**src/rtl/ps_seq_if.sv**
```systemverilog
// ps_seq_if: decoder, ureg and sequencer-status bundle around ps_seq_core
interface ps_seq_if #(
  parameter int AW = 16,
  parameter int DW = 16,
  parameter int PW = 3
);
  logic          dcd_jmp;
  logic          dcd_call;
  logic          dcd_rtn;
  logic          dcd_idle;
  logic [AW-1:0] dcd_tgt;
  logic          wake;
  logic          ur_wrt_en;
  logic [4:0]    ur_wrt_add;
  logic [DW-1:0] ur_wrt_dt;
  logic [4:0]    ur_rd_add;
  logic [DW-1:0] ur_rd_dt;
  logic [AW-1:0] ps_pm_add;
  logic          ps_pm_cslt;
  logic [AW-1:0] ps_daddr;
  logic [AW-1:0] ps_pc;
  logic          ps_e_vld;
  logic          ps_flush;
  logic          ps_idle;
  logic [3:0]    ps_stcky;
  logic [PW-1:0] ps_stck_cnt;
  modport master (
    output dcd_jmp, dcd_call, dcd_rtn, dcd_idle, dcd_tgt, wake,
    output ur_wrt_en, ur_wrt_add, ur_wrt_dt, ur_rd_add,
    input  ur_rd_dt, ps_pm_add, ps_pm_cslt, ps_daddr, ps_pc, ps_e_vld,
    input  ps_flush, ps_idle, ps_stcky, ps_stck_cnt
  );
  modport slave (
    input  dcd_jmp, dcd_call, dcd_rtn, dcd_idle, dcd_tgt, wake,
    input  ur_wrt_en, ur_wrt_add, ur_wrt_dt, ur_rd_add,
    output ur_rd_dt, ps_pm_add, ps_pm_cslt, ps_daddr, ps_pc, ps_e_vld,
    output ps_flush, ps_idle, ps_stcky, ps_stck_cnt
  );
endinterface

```
**src/rtl/ps_seq_core.sv**
```systemverilog
// ps_seq_core: F/D/E address pipeline with redirects, idle/wake and a counting PC stack
module ps_seq_core #(
  parameter int AW    = 16,
  parameter int DW    = 16,
  parameter int DEPTH = 4,
  parameter int PW    = 3
) (
  input logic   clk,
  input logic   rst,
  ps_seq_if.slave bus
);
  typedef enum logic {RUN, IDLE} state_t;
  state_t        state_q, state_d;
  logic [AW-1:0] faddr_q, faddr_d, daddr_q, daddr_d, pc_q, pc_d;
  logic          f_vld_q, f_vld_d, d_vld_q, d_vld_d, e_vld_q, e_vld_d;
  logic [PW-1:0] cnt_q, cnt_d;
  logic          ovf_q, ovf_d, unf_q, unf_d;
  logic [AW-1:0] stk_q [DEPTH];
  logic [AW-1:0] stk_d [DEPTH];
  logic          empty, full, idle_tk, rtn_tk, rtn_nop, call_tk, jmp_tk;
  logic          redir, hold, push, top_wr, st_wr;
  logic [AW-1:0] top, tgt;
  logic [DW-1:0] rd_val;
  // decode the E-stage instruction by priority idle > rtn > call > jmp
  always_comb begin
    empty   = cnt_q == '0;
    full    = cnt_q == PW'(DEPTH);
    idle_tk = e_vld_q & bus.dcd_idle;
    rtn_tk  = e_vld_q & !bus.dcd_idle & bus.dcd_rtn & !empty;
    rtn_nop = e_vld_q & !bus.dcd_idle & bus.dcd_rtn & empty;
    call_tk = e_vld_q & !bus.dcd_idle & !bus.dcd_rtn & bus.dcd_call;
    jmp_tk  = e_vld_q & !bus.dcd_idle & !bus.dcd_rtn & !bus.dcd_call & bus.dcd_jmp;
    redir   = rtn_tk | call_tk | jmp_tk;
    hold    = (state_q == IDLE) | idle_tk;
    push    = call_tk & !full;
    top     = '0;
    for (int i = 0; i < DEPTH; i++) top = (cnt_q == PW'(i + 1)) ? stk_q[i] : top;
    tgt     = rtn_tk ? top : bus.dcd_tgt;
    top_wr  = bus.ur_wrt_en & (bus.ur_wrt_add == 5'h04) & !empty & !call_tk & !rtn_tk;
    st_wr   = bus.ur_wrt_en & (bus.ur_wrt_add == 5'h1e);
  end
  // idle/run state machine: next state
  always_comb begin
    state_d = (state_q == RUN) ? (idle_tk ? IDLE : RUN) : (bus.wake ? RUN : IDLE);
  end
  // pipeline advance, stack update and sticky flags
  always_comb begin
    faddr_d = hold ? faddr_q : redir ? tgt : faddr_q + AW'(1);
    daddr_d = hold ? daddr_q : faddr_q;
    pc_d    = hold ? pc_q : daddr_q;
    f_vld_d = state_d == RUN;
    d_vld_d = !hold & !redir & f_vld_q;
    e_vld_d = !hold & !redir & d_vld_q;
    cnt_d   = push ? cnt_q + PW'(1) : rtn_tk ? cnt_q - PW'(1) : cnt_q;
    ovf_d   = (call_tk & full) | (ovf_q & !(st_wr & bus.ur_wrt_dt[2]));
    unf_d   = rtn_nop | (unf_q & !(st_wr & bus.ur_wrt_dt[3]));
    stk_d   = stk_q;
    for (int i = 0; i < DEPTH; i++) begin
      stk_d[i] = (push && cnt_q == PW'(i)) ? pc_q + AW'(1) : stk_d[i];
      stk_d[i] = (top_wr && cnt_q == PW'(i + 1)) ? bus.ur_wrt_dt[AW-1:0] : stk_d[i];
    end
  end
  // idle/run state register
  always_ff @(posedge clk or negedge rst) begin
    if (!rst) state_q <= RUN;
    else      state_q <= state_d;
  end
  // address pipeline and stack registers
  always_ff @(posedge clk or negedge rst) begin
    if (!rst) begin
      faddr_q <= '0;
      daddr_q <= '0;
      pc_q    <= '0;
      f_vld_q <= 1'b0;
      d_vld_q <= 1'b0;
      e_vld_q <= 1'b0;
      cnt_q   <= '0;
      ovf_q   <= 1'b0;
      unf_q   <= 1'b0;
      stk_q   <= '{default: '0};
    end else begin
      faddr_q <= faddr_d;
      daddr_q <= daddr_d;
      pc_q    <= pc_d;
      f_vld_q <= f_vld_d;
      d_vld_q <= d_vld_d;
      e_vld_q <= e_vld_d;
      cnt_q   <= cnt_d;
      ovf_q   <= ovf_d;
      unf_q   <= unf_d;
      stk_q   <= stk_d;
    end
  end
  // ureg read mux with same-cycle bypass of writable registers
  always_comb begin
    rd_val = (bus.ur_rd_add == 5'h00) ? DW'(faddr_q) :
             (bus.ur_rd_add == 5'h01) ? DW'(daddr_q) :
             (bus.ur_rd_add == 5'h03) ? DW'(pc_q) :
             (bus.ur_rd_add == 5'h04) ? DW'(top) :
             (bus.ur_rd_add == 5'h05) ? DW'(cnt_q) :
             (bus.ur_rd_add == 5'h1e) ? DW'({unf_q, ovf_q, full, empty}) : '0;
    bus.ur_rd_dt = (bus.ur_wrt_en && bus.ur_wrt_add == bus.ur_rd_add &&
                    (bus.ur_rd_add == 5'h04 || bus.ur_rd_add == 5'h1e)) ? bus.ur_wrt_dt : rd_val;
  end
  assign bus.ps_pm_add   = faddr_q;
  assign bus.ps_pm_cslt  = state_q == RUN;
  assign bus.ps_daddr    = daddr_q;
  assign bus.ps_pc       = pc_q;
  assign bus.ps_e_vld    = e_vld_q;
  assign bus.ps_flush    = redir;
  assign bus.ps_idle     = state_q == IDLE;
  assign bus.ps_stcky    = {unf_q, ovf_q, full, empty};
  assign bus.ps_stck_cnt = cnt_q;
endmodule

```
**src/flat_wrapper.sv**
```systemverilog
// flat-port wrapper written by rule: the top's interface ports become plain ports
module ps_seq_core_flat 
#(
  parameter int AW    = 16,
  parameter int DW    = 16,
  parameter int DEPTH = 4,
  parameter int PW    = 3
)
  (clk, rst, bus_dcd_jmp, bus_dcd_call, bus_dcd_rtn, bus_dcd_idle, bus_dcd_tgt, bus_wake, bus_ur_wrt_en, bus_ur_wrt_add, bus_ur_wrt_dt, bus_ur_rd_add, bus_ur_rd_dt, bus_ps_pm_add, bus_ps_pm_cslt, bus_ps_daddr, bus_ps_pc, bus_ps_e_vld, bus_ps_flush, bus_ps_idle, bus_ps_stcky, bus_ps_stck_cnt);
  ps_seq_if #(.AW(AW), .DW(DW), .PW(PW)) bus_i ();
  input logic clk;
  input logic rst;
  input wire logic [$bits(bus_i.dcd_jmp)-1:0] bus_dcd_jmp;
  input wire logic [$bits(bus_i.dcd_call)-1:0] bus_dcd_call;
  input wire logic [$bits(bus_i.dcd_rtn)-1:0] bus_dcd_rtn;
  input wire logic [$bits(bus_i.dcd_idle)-1:0] bus_dcd_idle;
  input wire logic [$bits(bus_i.dcd_tgt)-1:0] bus_dcd_tgt;
  input wire logic [$bits(bus_i.wake)-1:0] bus_wake;
  input wire logic [$bits(bus_i.ur_wrt_en)-1:0] bus_ur_wrt_en;
  input wire logic [$bits(bus_i.ur_wrt_add)-1:0] bus_ur_wrt_add;
  input wire logic [$bits(bus_i.ur_wrt_dt)-1:0] bus_ur_wrt_dt;
  input wire logic [$bits(bus_i.ur_rd_add)-1:0] bus_ur_rd_add;
  output wire logic [$bits(bus_i.ur_rd_dt)-1:0] bus_ur_rd_dt;
  output wire logic [$bits(bus_i.ps_pm_add)-1:0] bus_ps_pm_add;
  output wire logic [$bits(bus_i.ps_pm_cslt)-1:0] bus_ps_pm_cslt;
  output wire logic [$bits(bus_i.ps_daddr)-1:0] bus_ps_daddr;
  output wire logic [$bits(bus_i.ps_pc)-1:0] bus_ps_pc;
  output wire logic [$bits(bus_i.ps_e_vld)-1:0] bus_ps_e_vld;
  output wire logic [$bits(bus_i.ps_flush)-1:0] bus_ps_flush;
  output wire logic [$bits(bus_i.ps_idle)-1:0] bus_ps_idle;
  output wire logic [$bits(bus_i.ps_stcky)-1:0] bus_ps_stcky;
  output wire logic [$bits(bus_i.ps_stck_cnt)-1:0] bus_ps_stck_cnt;
  assign bus_i.dcd_jmp = bus_dcd_jmp;
  assign bus_i.dcd_call = bus_dcd_call;
  assign bus_i.dcd_rtn = bus_dcd_rtn;
  assign bus_i.dcd_idle = bus_dcd_idle;
  assign bus_i.dcd_tgt = bus_dcd_tgt;
  assign bus_i.wake = bus_wake;
  assign bus_i.ur_wrt_en = bus_ur_wrt_en;
  assign bus_i.ur_wrt_add = bus_ur_wrt_add;
  assign bus_i.ur_wrt_dt = bus_ur_wrt_dt;
  assign bus_i.ur_rd_add = bus_ur_rd_add;
  assign bus_ur_rd_dt = bus_i.ur_rd_dt;
  assign bus_ps_pm_add = bus_i.ps_pm_add;
  assign bus_ps_pm_cslt = bus_i.ps_pm_cslt;
  assign bus_ps_daddr = bus_i.ps_daddr;
  assign bus_ps_pc = bus_i.ps_pc;
  assign bus_ps_e_vld = bus_i.ps_e_vld;
  assign bus_ps_flush = bus_i.ps_flush;
  assign bus_ps_idle = bus_i.ps_idle;
  assign bus_ps_stcky = bus_i.ps_stcky;
  assign bus_ps_stck_cnt = bus_i.ps_stck_cnt;
  ps_seq_core #(.AW(AW), .DW(DW), .DEPTH(DEPTH), .PW(PW)) u_core (.clk(clk), .rst(rst), .bus(bus_i));
endmodule
```
**config.mk**
```make
export PLATFORM = sky130hd
export DESIGN_NAME = ps_seq_core_flat
export DESIGN_NICKNAME = d
export VERILOG_FILES = /design/src/rtl/ps_seq_if.sv /design/src/rtl/ps_seq_core.sv /design/src/flat_wrapper.sv
export SDC_FILE = /design/constraint.sdc
export NUM_CORES = 1
export LEC_CHECK = 0
export ABC_AREA = 0
export BUFFER_PORTS_ARGS = -buffer_cell sky130_fd_sc_hd__buf_2
export CAP_MARGIN = 20
export CORE_UTILIZATION = 60
export DETAILED_ROUTE_END_ITERATION = 16
export PLACE_DENSITY_LB_ADDON = 0.25
export SLEW_MARGIN = 20
export SYNTH_ARGS = -nofsm -noshare
export SYNTH_HDL_FRONTEND = slang
export SYNTH_SLANG_ARGS = --single-unit
```
**constraint.sdc**
```tcl
create_clock -name clk -period 3.6 [get_ports clk]
set_clock_uncertainty 0.1 [all_clocks]
set_input_delay 0.18 -clock clk [delete_from_list [all_inputs] [get_ports clk]]
set_output_delay 0.18 -clock clk [all_outputs]
set_load 0.05 [all_outputs]
```
==> results of run 1 <==
## cells in the mapped netlist (9+ instances only)
cell type / count / area [sq um]
a221oi_1: 20 / 175.2
inv_1: 25 / 93.84
nand4_1: 11 / 68.82
nor3_1: 10 / 50.05
xor2_1: 10 / 87.58
nor2_1: 85 / 319.1
a221o_1: 48 / 480.5
dfrtp_1: 121 / 3028
o21ai_0: 49 / 245.2
a22o_1: 9 / 78.83
xnor2_1: 15 / 131.4
o22ai_1: 11 / 68.82
nand2_1: 116 / 435.4
a21oi_1: 51 / 255.2
nand3_1: 18 / 90.09
and3_1: 11 / 68.82
buf_2: 19 / 95.09
clkbuf_1: 27 / 101.4
nand3b_1: 10 / 75.07
a22oi_1: 27 / 202.7
## state kept, by name, indices dropped and copies added, names as in the netlist, 3 cells and up
signal,count
u_core.stk_q,64
u_core.bus.ps_daddr,16
u_core.bus.ps_pc,16
u_core.bus.ps_pm_add,16
u_core.bus.ps_stck_cnt,3
## report_power, final
| group | internal, mW | total [mW] | switching [mW] |
|---|---|---|---|
| registers | 1.88 | 2.59 | 0.707 |
| logic | 1.04 | 3.44 | 2.41 |
| clock network | 1.19 | 1.83 | 0.634 |
| total | 4.11 | 7.86 | 3.75 |
## layer usage
layer	GRT usage, %	routed length (um)	vias up
met5	0	0	-
met4	13.87	663	0
met3	10.44	2970	69
met2	62.00	11030	559
met1	56.17	9743	3547
li1	-	-	3234
## worst paths after layout
path	from	end	slack, ps	cells past startpoint
setup / recovery	u_core.bus.ps_stck_cnt[1]$_DFFE_PN0P_	bus_ur_rd_dt[12]	160	8
hold / removal	bus_dcd_tgt[7]	u_core.bus.ps_pm_add[7]$_DFFE_PN0N_	9	4
setup reg to reg	u_core.bus.ps_stck_cnt[1]$_DFFE_PN0P_	u_core.stk_q[60]$_DFFE_PN0P_	770	9
hold reg to reg	u_core.d_vld_q$_DFF_PN0_	u_core.bus.ps_e_vld$_DFF_PN0_	380	1
max in group asynchronous	rst	u_core.stk_q[9]$_DFFE_PN0P_	2350	3
min in group asynchronous	rst	u_core.stk_q[35]$_DFFE_PN0P_	250	2
## logic make-up (layout without fill, tap and decap cells)
family	Yosys count	after routing	synth area share, %
AND/OR/NAND/NOR	304	304	20.81
flip-flops	121	121	42.29
AO/OA/AOI/OAI	263	263	26.41
buffers and inverters	87	215	5.732
multiplexers	2	2	0.2971
adder cells (fa/ha/maj)	8	8	1.398
XOR/XNOR	25	25	3.058
## area by class of cell
cell class,instances,area share [%]
inverter,28,1.221
timing repair buffer,156,10.73
clock buffer,21,5.350
tap,143,2.079
sequential,121,35.18
clock inverter,10,1.919
multi-input combinational,602,43.52
## per-stage QoR
stage	instance area, sq um	power, mW	utilization, %	hold slack, ps	worst slack [ps]
3_3_place_gp	7802	5.773	67.75	153.0	765.8
4_1_cts	8591	7.739	74.60	3.652	209.7
2_1_floorplan	7169	4.865	-	-215.6	52.88
3_5_place_dp	7805	5.876	67.77	163.4	670.8
5_1_grt	8606	8.175	74.73	8.394	13.51
6_report	8606	7.860	74.73	9.375	164.4
## worst min-delay path, delay by kind of cell
family	cells	cell delay [ps]
and+or+nand+nor	1	130
AOI/OAI and AO/OA	2	110
buffers and inverters	1	80
## placed cells by master, fill, tap and decap left out, types with 16 or more instances in the layout
cell type,n
inv_1,25
buf_2,123
clkbuf_16,17
a21oi_1,50
o21ai_0,49
nand2_1,116
dfrtp_1,121
a22oi_1,27
nor2_1,84
a221o_1,48
nand3_1,18
a221oi_1,20
dlygate4sd3_1,16
==> impl_metrics.tcl, run 1 <==
set metrics [dict create \
    synth_edf_count 0 \
    die-area_sq_um 12370 \
    yosys_most_used_dff "dfrtp_1" \
    violations "design-rule violations" \
    antenna_found_initial 0 \
    dr.pass1.iters 12 \
    hold_viol_final 0 \
    synth_area_sq_um 7159 \
    synth_warnings 0 \
    antenna_cells 0 \
    overflow 0 \
    first_global_vias 7020 \
    multi_input_area_sq_um 3745 \
    vias 7409 \
    end_kind "output port" \
    fp.coreArea_sq_um 11520 \
    avgSynthCellArea_sq_um 8.839 \
    cts_hold_buf 16 \
    clk_path_buf_depth 2 \
    grt_pass1_wl_um 38780 \
    hp-class "in -> reg" \
    maxSlewViolCount 0 \
    htreeDepth 4 \
    fp.dieH_um 111.2 \
    status "finished with violations" \
    cts_tree "built" \
    routed_wl_um 24410 \
    cp.buffers_inverters 1 \
    seq_area_frac_synth_pct 42.29 \
    ios 125 \
    ys_ff_latch 121 \
    drive_above_1_share_pct 20.79 \
    dp_cells 1033 \
    syn_nets 868 \
    slew_headroom_pct 40.55 \
    final_cells 1081 \
    worstSetupPathType "reg -> out" \
    crit_chain "ha_1 -> ha_1 -> nor3b_2 -> a221oi_1 -> a21oi_1 -> a2bb2oi_1 -> o31ai_2 -> buf_2" \
    crit_fanout 10 \
    clock_sinks 121 \
    cts_buffers 17 \
    drv_cap 0 \
    setup_viol 0 \
    cts_resized 0 \
    clk_pin_slew_ps 60 \
    place_congestion 1.004 \
    cts-root-buf "clkbuf_16" \
    vias_per_cell 6.854 \
    worst_setup_path_start_kind "register" \
    start_util_pct 62.17 \
    rows 39 \
    setup_tns_ps 0 \
    syn_inst 810 \
    cpPeakStageDelay_ps 570 \
    hpwl_um 17320 \
    io_buffers 124 \
    clk_latency_ps 430 \
    dieWidth_um 111.2 \
    cellPowerDensity_nw_per_um2 913.4 \
    crit_slowest_cell "nor3b_2" \
    rsz0062_at_grt "no" \
    final_net_count 984 \
    post_cts_buffers 0 \
    wl_per_cell_um 22.58 \
    antenna_left 0 \
    layout_worst_path_cycle_share_pct 95.43 \
    critPathArrivalTime_ps 3160 \
    p_leak_nw 3.897 \
    synth_cell_type_count 65 \
    crit_family "compound AO/OA/AOI/OAI gates" \
    first_iter_violations 1061 \
    worst_pin_slew_ps 891.8 \
    grt_usage_pct 40.59 \
    irDropWorstVdd_mv 0.8427 \
    worstPathRequired_ps 3320 \
    drc 2 \
    nFillCells 878 \
    grt_max_degree 70 \
    synthArstFlopShare_pct 100.0 \
    fin_crit_ps 3436 \
    regArea_sq_um 3028 \
    area_growth_pct 20.20 \
    crit_top_cell "ha_1" \
    max_freq_mhz 291.1 \
]
No activity file was read; power rests on OpenSTA's default activity.
==> inputs of run 2 (changes only) <==
CORE_UTILIZATION = 45   (was 60)
==> run 2 against run 1 <==
  * Clock power is 3% lower
  * Register-to-register slack worse by 50 ps
  * Critical path type unchanged
  * The flow now finishes without violations
  * Sequential power hardly changed
  * Sequential cell count stayed put
  * Wire length is 1.1% higher
==> impl_metrics.tcl, run 2 (synthesized netlist as in run 1, its figures left out) <==
set metrics [dict create \
    hold_depth 4 \
    antenna_left 0 \
    htreeDepth 4 \
    cp.buffers_inverters 2 \
    clk_pin_slew_ps 50 \
    final_common_cell "buf_2" \
    fp.dieH_um 128.1 \
    worstReg2RegEnd "u_core.stk_q[9]$_DFFE_PN0P_" \
    clock_sinks 121 \
    slew_headroom_pct 27.99 \
    crit_family "compound AO/OA/AOI/OAI gates" \
    critPathArrivalTime_ps 3190 \
    layout_common_cells "buf_2, dfrtp_1, nand2_1, nor2_1, a21oi_1" \
    area_growth_pct 21.53 \
    hold_viol_final 0 \
    crit_fanout 11 \
    p_leak_nw 3.915 \
    grt_max_degree 60 \
    post_cts_buffers 0 \
    antenna_found_initial 0 \
    final_cells 1156 \
    die-area_sq_um 16420 \
    overflow 0 \
    timing.rr.start "u_core.bus.ps_stck_cnt[1]$_DFFE_PN0P_" \
    final_net_count 990 \
    fp.coreArea_sq_um 15370 \
    end_kind "output port" \
    ios 125 \
    layout_worst_path_cycle_share_pct 96.33 \
    start_util_pct 46.58 \
    io_buffers 124 \
    crit_slowest_cell "nor4b_4" \
    max_freq_mhz 288.4 \
    wl_per_cell_um 21.35 \
    regArea_sq_um 3028 \
    min_from "bus_dcd_tgt[13]" \
    place_congestion 0.8964 \
    clk_path_buf_depth 2 \
    antenna_cells 0 \
    vias 7160 \
    first_global_vias 6766 \
    irDropWorstVdd_mv 0.6874 \
    vias_per_cell 6.194 \
    hp-class "in -> reg" \
    maxSlewViolCount 0 \
    cts_buffers 17 \
    clk_latency_ps 420 \
    nFillCells 1401 \
    rows 45 \
    fin_crit_ps 3468 \
    worst_setup_path_start_kind "register" \
    dr.pass1.iters 6 \
    worstSetupPathType "reg -> out" \
    setup_viol 0 \
    regToRegSetupSlack_ps 720 \
    dp_cells 1107 \
    r2r_cells 8 \
    crit_chain "inv_1 -> ha_1 -> nor4b_4 -> a22oi_1 -> a21oi_1 -> a211oi_1 -> o31ai_2 -> buf_2" \
    first_iter_violations 852 \
    drv_cap 0 \
    status "complete, no violations" \
    cts_tree "built" \
    largest_reg_flops 64 \
    cpPeakStageDelay_ps 550 \
    rsz0062_at_grt "no" \
    worstPathRequired_ps 3320 \
    multi_input_area_sq_um 3745 \
    worst_pin_slew_ps 1077 \
    routed_wl_um 24680 \
    grt_usage_pct 31.02 \
    cts-root-buf "clkbuf_16" \
    hpwl_um 17730 \
    min_to "u_core.bus.ps_pm_add[13]$_DFFE_PN0N_" \
    grt_pass1_wl_um 38560 \
    dieWidth_um 128.1 \
    drive_above_1_share_pct 20.85 \
    cellPowerDensity_nw_per_um2 887.0 \
    setup_tns_ps 0 \
    regMostFlops "u_core.stk_q" \
    drc 0 \
]
-- run 2: cell types whose count changed in the layout (fill, tap and decap cells not counted), moves of 2 or more --
| cell | change |
|---|---|
| clkbuf_8 | -2 |
| buf_4 | +6 |
| clkinvlp_4 | -2 |
| inv_6 | -2 |
| clkinv_2 | +3 |
| clkbuf_1 | +4 |
-- run 2: layer usage --
metal,wire length (um),track usage (%),part of all wire (%)
met2,11050,47.03,45
met5,0,0,0
met4,589,11.21,2.4
met1,10620,43.78,43
met3,2427,6.427,9.8
-- run 2: final cells by class --
| type | instances | share of cell area, % |
|---|---|---|
| tap | 211 | 3.034 |
| clock inverter | 9 | 1.697 |
| timing repair buffer | 162 | 11.07 |
| clock buffer | 23 | 5.148 |
| inverter | 28 | 1.208 |
| multi-input combinational | 602 | 43.04 |
| sequential | 121 | 34.80 |
-- run 2: timing repair --
action | 4_1_cts | 5_1_grt
resized for setup | 0 | 1
hold endpoints to repair | 80 | 0
setup endpoints to repair | 0 | 1
hold buffers | 17 | 0
-- run 2: worst max-delay path by stage --
| stage | start | endpoint | cells after the start |
|---|---|---|---|
| 2_1_floorplan | u_core.bus.ps_stck_cnt[2]$_DFFE_PN0P_ | bus_ur_rd_dt[14] | 9 |
| 3_3_place_gp | u_core.bus.ps_stck_cnt[1]$_DFFE_PN0P_ | bus_ur_rd_dt[15] | 8 |
| 3_5_place_dp | u_core.bus.ps_stck_cnt[1]$_DFFE_PN0P_ | bus_ur_rd_dt[3] | 8 |
| 4_1_cts | u_core.bus.ps_stck_cnt[1]$_DFFE_PN0P_ | bus_ur_rd_dt[3] | 8 |
| 5_1_grt | u_core.bus.ps_stck_cnt[0]$_DFFE_PN0P_ | bus_ur_rd_dt[12] | 8 |
| 6_report | u_core.bus.ps_stck_cnt[1]$_DFFE_PN0P_ | bus_ur_rd_dt[3] | 8 |
-- run 2: worst min-delay path: stages --
cell      delay, ps
buf_2            70
and3_1          130
a21oi_1          50
o221ai_1         70
-- run 2: report_power, final --
group | switching (mW) | internal, mW
sequential | 0.681 | 1.88
clock | 0.620 | 1.15
combinational | 2.36 | 1.02
total | 3.66 | 4.06
-- run 2: per-stage QoR --
stage	setup slack, ps	util, %	total power, mW	hold WS, ps	area [sq um]
floorplan	52.88	-	4.865	-215.6	7169
global placement	683.0	51.61	5.837	206.9	7933
detailed placement	614.8	51.61	5.874	214.0	7933
CTS	150.4	56.59	7.663	0.5052	8698
global route	15.89	56.61	8.078	2.329	8701
finish	132.1	56.61	7.718	16.00	8701
